==> src/rtl/mult8ux8s_arb.sv <==
// Two-requester arbiter sharing one pipelined 8u x 8s multiplier, with per-operation ownership tags.
// Define MULT_ARB_PRIO_EN for fixed priority (req0 wins); default is round-robin.
module mult8ux8s_arb #(
  parameter int MULT_LAT = 1
) (
  input  logic        clk,
  input  logic        rst_n,
  input  logic        req0_valid,
  output logic        req0_ready,
  input  logic [7:0]  req0_a,
  input  logic [7:0]  req0_b,
  input  logic        req1_valid,
  output logic        req1_ready,
  input  logic [7:0]  req1_a,
  input  logic [7:0]  req1_b,
  output logic [7:0]  mul_n1,
  output logic [7:0]  mul_n2,
  input  logic [15:0] mul_result,
  output logic        resp0_valid,
  output logic [15:0] resp0_data,
  output logic        resp1_valid,
  output logic [15:0] resp1_data,
  output logic        idle
);

  localparam int DEPTH = MULT_LAT + 1;
  localparam int CW    = $clog2(MULT_LAT + 2);

  logic             w_gnt0;
  logic             w_gnt1;
  logic             w_hs;
  logic             w_retire;
  logic             w_retId;
  logic [DEPTH-1:0] r_tagVld;
  logic [DEPTH-1:0] r_tagId;
  logic [CW-1:0]    r_count;

`ifdef MULT_ARB_PRIO_EN
  always_comb begin
    w_gnt0 = req0_valid;
    w_gnt1 = req1_valid & ~req0_valid;
  end
`else
  // r_last remembers the most recent winner so a tie goes to the other side
  logic r_last;

  always_comb begin
    w_gnt0 = req0_valid & (~req1_valid | r_last);
    w_gnt1 = req1_valid & (~req0_valid | ~r_last);
  end

  always_ff @(posedge clk or negedge rst_n) begin
    if (!rst_n) begin
      r_last <= 1'b1;
    end else if (w_hs) begin
      r_last <= w_gnt1;
    end
  end
`endif

  assign req0_ready = w_gnt0 & rst_n;
  assign req1_ready = w_gnt1 & rst_n;
  assign w_hs       = req0_ready | req1_ready;
  assign w_retire   = r_tagVld[MULT_LAT];
  assign w_retId    = r_tagId[MULT_LAT];
  assign idle       = (r_count == '0);

  always_ff @(posedge clk or negedge rst_n) begin
    if (!rst_n) begin
      mul_n1 <= 8'h00;
      mul_n2 <= 8'h00;
    end else if (w_hs) begin
      mul_n1 <= w_gnt1 ? req1_a : req0_a;
      mul_n2 <= w_gnt1 ? req1_b : req0_b;
    end
  end

  // Stage MULT_LAT lines up with the multiplier output for the operands issued MULT_LAT edges earlier
  always_ff @(posedge clk or negedge rst_n) begin
    if (!rst_n) begin
      r_tagVld <= '0;
      r_tagId  <= '0;
    end else begin
      r_tagVld <= {r_tagVld[DEPTH-2:0], w_hs};
      r_tagId  <= {r_tagId[DEPTH-2:0], w_gnt1};
    end
  end

  always_ff @(posedge clk or negedge rst_n) begin
    if (!rst_n) begin
      resp0_valid <= 1'b0;
      resp1_valid <= 1'b0;
      resp0_data  <= 16'h0000;
      resp1_data  <= 16'h0000;
    end else begin
      resp0_valid <= w_retire & ~w_retId;
      resp1_valid <= w_retire & w_retId;
      if (w_retire && !w_retId) begin
        resp0_data <= mul_result;
      end
      if (w_retire && w_retId) begin
        resp1_data <= mul_result;
      end
    end
  end

  always_ff @(posedge clk or negedge rst_n) begin
    if (!rst_n) begin
      r_count <= '0;
    end else if (w_hs && !w_retire) begin
      r_count <= r_count + CW'(1);
    end else if (!w_hs && w_retire) begin
      r_count <= r_count - CW'(1);
    end
  end

endmodule

==> config.mk <==
export PLATFORM = sky130hd
export DESIGN_NAME = mult8ux8s_arb
export DESIGN_NICKNAME = d
export VERILOG_FILES = /design/src/rtl/mult8ux8s_arb.sv
export SDC_FILE = /design/constraint.sdc
export NUM_CORES = 1
export LEC_CHECK = 0
export CORE_ASPECT_RATIO = 1.25
export CORE_MARGIN = 4
export CORE_UTILIZATION = 44
export CTS_CLUSTER_DIAMETER = 80
export DETAILED_ROUTE_END_ITERATION = 8
export PLACE_DENSITY = 0.95
export SLEW_MARGIN = 20
export SYNTH_ARGS = -nofsm -noshare
export SYNTH_HDL_FRONTEND = slang
export SYNTH_SLANG_ARGS = --single-unit
==> constraint.sdc <==
create_clock -name clk -period 3.8 [get_ports clk]
set_clock_uncertainty 0.2 [all_clocks]
set_input_delay 0.38 -clock clk [delete_from_list [all_inputs] [get_ports clk]]
set_output_delay 0.38 -clock clk [all_outputs]
set_load 0.005 [all_outputs]
==> results of run 1 <==
## through the flow
step	hold WS, ps	instances	utilization [%]
floorplan	-115.6	181	-
global placement	133.1	341	66.06
detailed placement	134.7	341	66.06
CTS	148.0	358	69.71
global route	157.3	358	69.71
finish	146.0	358	69.71
## Yosys cell counts, drive strengths merged
cell type  instances  area (µm²)
dfrtp             56        1401
nand2             34       130.1
mux2              32       360.3
nor2              19       71.32
a31oi             16       100.1
buf                9       76.31
inv                4       22.52
xor2               2       17.52
a21bo              1       10.01
a22o               1       8.760
and2               1       6.260
dfstp              1       26.28
ha                 1       12.51
nand2b             1       6.260
nor2b              1       6.260
o21a               1       7.510
xnor2              1       8.760
## registers in the layout, summed over array words and instances, names as in the netlist
signal / count
resp0_data: 16
resp1_data: 16
mul_n1: 8
mul_n2: 8
r_count: 2
r_tagId: 2
r_tagVld: 2
r_last: 1
resp0_valid: 1
resp1_valid: 1
## how the worst min path moves through the flow
stage,to,slack [ps],cells after the start,start
5_1_grt,r_tagVld[1],160,0,r_tagVld[0]
4_1_cts,r_tagVld[1],150,0,r_tagVld[0]
3_5_place_dp,r_tagVld[1],130,0,r_tagVld[0]
2_1_floorplan,mul_n1[0],-120,0,rst_n
6_report,r_tagId[1],150,0,r_tagId[0]
3_3_place_gp,r_tagVld[1],130,0,r_tagVld[0]
## where the power goes
group / switching [mW] / internal, mW / leakage [nW]
registers: 0.0650 / 0.729 / 0.661
logic: 0.155 / 0.323 / 0.755
clock network: 0.212 / 0.269 / 0.0932
total: 0.431 / 1.32 / 1.51
## layout by cell type, fill, tap and decap left out, drive strengths merged, types with 2 or more instances in the layout
cell type / n
clkinv: 3
mux2: 32
clkdlybuf4s50: 103
buf: 4
nand2: 34
inv: 4
dfrtp: 56
nor2: 19
clkbuf: 13
a31oi: 16
xor2: 2
## cell families after synthesis
group / synth area share [%]
simple gates: 9.692
xor+xnor: 1.157
mux: 15.86
compound gates: 5.562
fa+ha+maj: 0.5506
buf+inv: 4.350
flops: 62.83
## layout make-up
type,count,area [µm²]
clock buffers,13,158.9
clock inverters,3,15.01
fillers,377,1528
inverters,4,22.52
multi-input cells,111,745.7
flip-flops and latches,57,1428
well taps,62,77.57
repair buffers,108,1069
## metal layers
layer | GRT usage, % | routed length [µm]
met4 | 6.667 | 57
met3 | 8.068 | 571
met5 | 0 | 0
met2 | 28.83 | 2471
met1 | 17.50 | 1943
## what timing repair did
action | in CTS | in global routing
setup endpoints to repair | 0 | 0
gates resized for setup | 0 | 0
hold buffers | 1 | 0
endpoints found under the hold margin | 16 | 0
==> qor.csv, run 1 <==
stage;metric;value;unit
critical_path;cp_slowest_cell;dlygate4sd3_1;
grt;grt_max_degree;41;
placement;place_area;3332;µm²
power_and_ir_drop;power_density;498.4;nW/µm²
layout;drive_above_1_share;15.54;%
cts;root_buffer;clkbuf_8;
die;chipHeight;88.35;µm
placement;gp_congestion;0.6994;
synth;syn-num-nets;234;
die;core;5044;µm²
outcome;outcome;finished, final reports clean;
critical_path;worst-path-max-fanout;22;
critical_path;setup.worst_path.end;req0_ready;
layout;synthToLayoutAreaGrowth;54.74;%
timing;finalCritPeriodShare;70.12;%
critical_path;crit_type;input pin to output pin;
power_and_ir_drop;power_leakage;1.509;nW
critical_path;endpoint_kind;output pin;
grt;gr-total-overflow;0;
routing;vias;1719;
cts;post-cts-setup-buffers;0;
power_and_ir_drop;ir_drop;0.0003068;V
critical_path;r2r_slack;2030;ps
grt;grt_pass1_vias;1756;
cts;clkLatencyLatePin;320;ps
grt;grt_usage;16.74;%
critical_path;cp.buffers_inverters;3;
synth;synth_warnings;0;
timing;setup_tns;0;ps
timing;rsz0062_at_grt;no;
critical_path;max_stage_delay;520;ps
cts;clkSinkCount;57;
timing;report.final.setup_viol;0;
critical_path;r2r_start;r_tagId[1];
critical_path;rr_endpoint;resp0_data[12];
critical_path;r2r_cells;2;
timing;tightest_slew;863.4;ps
cts;cts-buffers-inserted;9;
routing;drt_wl_total;5.043;mm
critical_path;start_kind;input pin;
cts;h-tree-depth;3;
routing;dr.pass1.iters;4;
cts;cts_tree;done;
timing;fmax;0.3753;GHz
power_and_ir_drop;power.total;1.752;mW
layout;final_area;3516;µm²
routing;wl_per_cell;14.09;µm
synth;synth.distinct_cells;24;
layout;fin_nets;344;
critical_path;worstPathArrival;2080;ps
critical_path;path_depth;5;
worst_hold_path;hp-class;flop to flop;
synth;syn-mean-instance-area;12.55;µm²
critical_path;cpLargestDelayFamily;buffers and inverters;
die;fp.dieW;72.28;µm
die;ioPinCount;105;
die;die_area;6385;µm²
grt;antenna_found_initial;0;
placement;dp_hpwl;3.834;mm
die;initial_core_util;45.05;%
synth;synthCells;181;
timing;hold_viol_final;0;
synth;ys_ff_latch;57;
critical_path;crit_chain;dlygate4sd3_1 -> buf_2 -> nand2_1 -> nor2_1 -> clkdlybuf4s50_1;
routing;drt_iter0_drc;41;
placement;port_buffers;104;
timing;relSlewSlack;42.44;%
timing;drv_slew;0;
synth;syn-cell-area;2272;µm²
routing;vias_per_cell;4.802;
grt;grt_first_pass_wirelength;7.935;mm
layout;num_antenna_cells;0;
critical_path;required;3220;ps
synth;seq_area_frac_synth;62.83;%
die;rows;29;
flow_run;maxCapViolCount;0;
routing;drc;0;
placement;preCtsSetupSlack;1196;ps
routing;ant_nets;0;
cts;clockBufferDepth;2;
critical_path;startpoint;rst_n;
timing;fin_crit;2665;ps
timing;worst_slack;1135;ps
cts;clkSlewWorstSetupHoldPaths;60;ps
Power figures use the tool's default switching activity.
==> run 2, diff against run 1 <==
--- a/config.mk
+++ b/config.mk
@@ -7,10 +7,10 @@
 export LEC_CHECK = 0
 export CORE_ASPECT_RATIO = 1.25
 export CORE_MARGIN = 4
-export CORE_UTILIZATION = 44
+export CORE_UTILIZATION = 37
 export CTS_CLUSTER_DIAMETER = 80
 export DETAILED_ROUTE_END_ITERATION = 8
-export PLACE_DENSITY = 0.95
+export PLACE_DENSITY = 0.88
 export SLEW_MARGIN = 20
 export SYNTH_ARGS = -nofsm -noshare
 export SYNTH_HDL_FRONTEND = slang
==> constraint.sdc (replaced) <==
create_clock -name clk -period 2.4 [get_ports clk]
set_clock_uncertainty 0.2 [all_clocks]
set_input_delay 0.24 -clock clk [delete_from_list [all_inputs] [get_ports clk]]
set_output_delay 0.24 -clock clk [all_outputs]
set_load 0.005 [all_outputs]
==> qor.csv, run 2 (synthesis gave the netlist of run 1 again) <==
stage;metric;value;unit
routing;wl_per_cell;13.94;µm
cts;clkSinkCount;57;
timing;worst_slack;178.9;ps
layout;num_antenna_cells;0;
grt;gr-total-overflow;0;
grt;grt_usage;14.49;%
placement;preCtsSetupSlack;242.5;ps
routing;routed.top_layer;met4;
worst_hold_path;hold_start;r_tagVld[0];
timing;worst_hold_slack;146.3;ps
routing;wl_met3;455;µm
die;ioPinCount;105;
worst_hold_path;hp-class;flop to flop;
die;die_area;7467;µm²
critical_path;required;1960;ps
layout;drive_above_1_share;15.25;%
die;rows;31;
placement;dp_hpwl;3.987;mm
routing;drt_iter0_drc;12;
layout;multiInputGateArea;745.7;µm²
cts;clockBufferDepth;2;
power_and_ir_drop;p_switching;0.6669;mW
critical_path;r2r_cells;2;
routing;drt-met1-wl;1.933;mm
power_and_ir_drop;ir_drop;0.0004181;V
placement;port_buffers;104;
cts;post-cts-setup-buffers;0;
power_and_ir_drop;power_density;770.0;nW/µm²
die;fp.dieW;78.09;µm
worst_hold_path;holdPathStages;0;
routing;ant_nets;0;
power_and_ir_drop;power_leakage;1.504;nW
cts;root_buffer;clkbuf_8;
grt;grt_first_pass_wirelength;8.335;mm
flow_run;maxCapViolCount;0;
power_and_ir_drop;pwr-share-clk;25.8;%
layout;seqCellArea;1428;µm²
power_and_ir_drop;internal_power;2.053;mW
critical_path;crit_chain;dlygate4sd3_1 -> buf_2 -> nand2_1 -> nor2_1 -> clkdlybuf4s50_1;
grt;grt_max_degree;52;
critical_path;worst-path-max-fanout;11;
layout;n_fill_cell;503;
routing;vias;1764;
layout;layout_commonest_cell;clkdlybuf4s50_1;
routing;drt_wl_total;5.254;mm
critical_path;cp.buffers_inverters;3;
power_and_ir_drop;sw_frac_of_total;24.52;%
layout;largestRegisters;resp0_data x16, resp1_data x16;
critical_path;r2r_start;r_tagId[1];
routing;vias_per_cell;4.679;
die;initial_core_util;38.54;%
critical_path;endpoint_kind;output pin;
timing;report.final.setup_viol;0;
placement;gp_congestion;0.6726;
cts;h-tree-depth;3;
critical_path;crit_type;input pin to output pin;
layout;synthToLayoutAreaGrowth;55.45;%
cts;clkSlewWorstSetupHoldPaths;50;ps
critical_path;cpLargestDelayFamily;buffers and inverters;
routing;dr.pass1.iters;4;
grt;grt_pass1_vias;1873;
critical_path;max_stage_delay;540;ps
critical_path;start_kind;input pin;
timing;tightest_slew;873.7;ps
cts;cts_tree;done;
routing;wl_met2;2.796;mm
routing;drc;0;
critical_path;worstPathArrival;1780;ps
die;chipHeight;95.62;µm
cts;clkLatencyLatePin;310;ps
timing;fmax;0.4502;GHz
timing;finalCritPeriodShare;92.54;%
critical_path;path_depth;5;
outcome;outcome;finished, final reports clean;
layout;final_cell_mix;103 x clkdlybuf4s50_1, 56 x dfrtp_1, 33 x nand2_1, 25 x mux2_2, 19 x nor2_1;
layout;fin_nets;346;
power_and_ir_drop;pwr-share-seq;46.2;%
timing;drv_slew;0;
cts;cts-buffers-inserted;9;
critical_path;startpoint;rst_n;
timing;rsz0062_at_grt;no;
timing;relSlewSlack;41.75;%
power_and_ir_drop;combPwrFrac;28.0;%
timing;fin_crit;2221;ps
critical_path;cp_slowest_cell;dlygate4sd3_1;
die;core;5896;µm²
timing;setup_tns;0;ps
timing;hold_viol_final;0;
grt;antenna_found_initial;0;
[run 2: cell count changes in the layout (fill, tap and decap cells not counted), sizes merged]
| cell | change |
|---|---|
| buf | +2 |
| clkbuf | -1 |
| clkinv | -2 |
[run 2: worst paths after layout]
check / slack (ps) / endpoint
worst max-delay path: 180 / req0_ready
worst max register to register: 630 / resp0_data[8]
worst min register to register: 150 / r_tagVld[1]
max in group asynchronous: 940 / resp0_data[7]
worst min-delay path: 150 / r_tagVld[1]
min in group asynchronous: 160 / mul_n2[3]
[run 2: metal layers]
layer | up-vias | global-route usage, %
met5 | - | 0
met4 | 0 | 5.248
met3 | 9 | 6.238
met2 | 78 | 26.43
met1 | 842 | 14.73
li1 | 835 | -
[run 2: area by class of cell]
type,count,share of cell area (%)
clock buffers,12,4.109
clock inverters,1,0.1417
inverters,4,0.6376
multi-input cells,111,21.11
flip-flops and latches,57,40.42
well taps,82,2.905
repair buffers,110,30.68
[run 2: stage by stage]
stage               power (mW)  std cells  utilization [%]  area (µm²)
detailed placement       2.054        363            57.19        3372
floorplan                1.535        181                -        2272
global placement         2.020        363            57.19        3372
CTS                      2.768        377            59.91        3532
global route             2.868        377            59.91        3532
finish                   2.720        377            59.91        3532
[run 2: power by group through the flow]
stage / Combinational, mW / Clock (mW) / Sequential (mW)
floorplan: 0.256 / 0 / 1.28
global placement: 0.756 / 0 / 1.26
detailed placement: 0.777 / 0 / 1.28
CTS: 0.781 / 0.728 / 1.26
global route: 0.826 / 0.755 / 1.29
finish: 0.762 / 0.701 / 1.26
[run 2: worst reg2reg max path: cells and delay by family (launching register included)]
kind	cells	cell delay, ps
multiplexers	1	520
flip-flops	1	380
AND/OR/NAND/NOR	1	550
[run 2: repair_timing]
item | 4_1_cts | 5_1_grt
hold buffers | 1 | 0
resized for setup | 0 | 0
endpoints found under the hold margin | 6 | 0
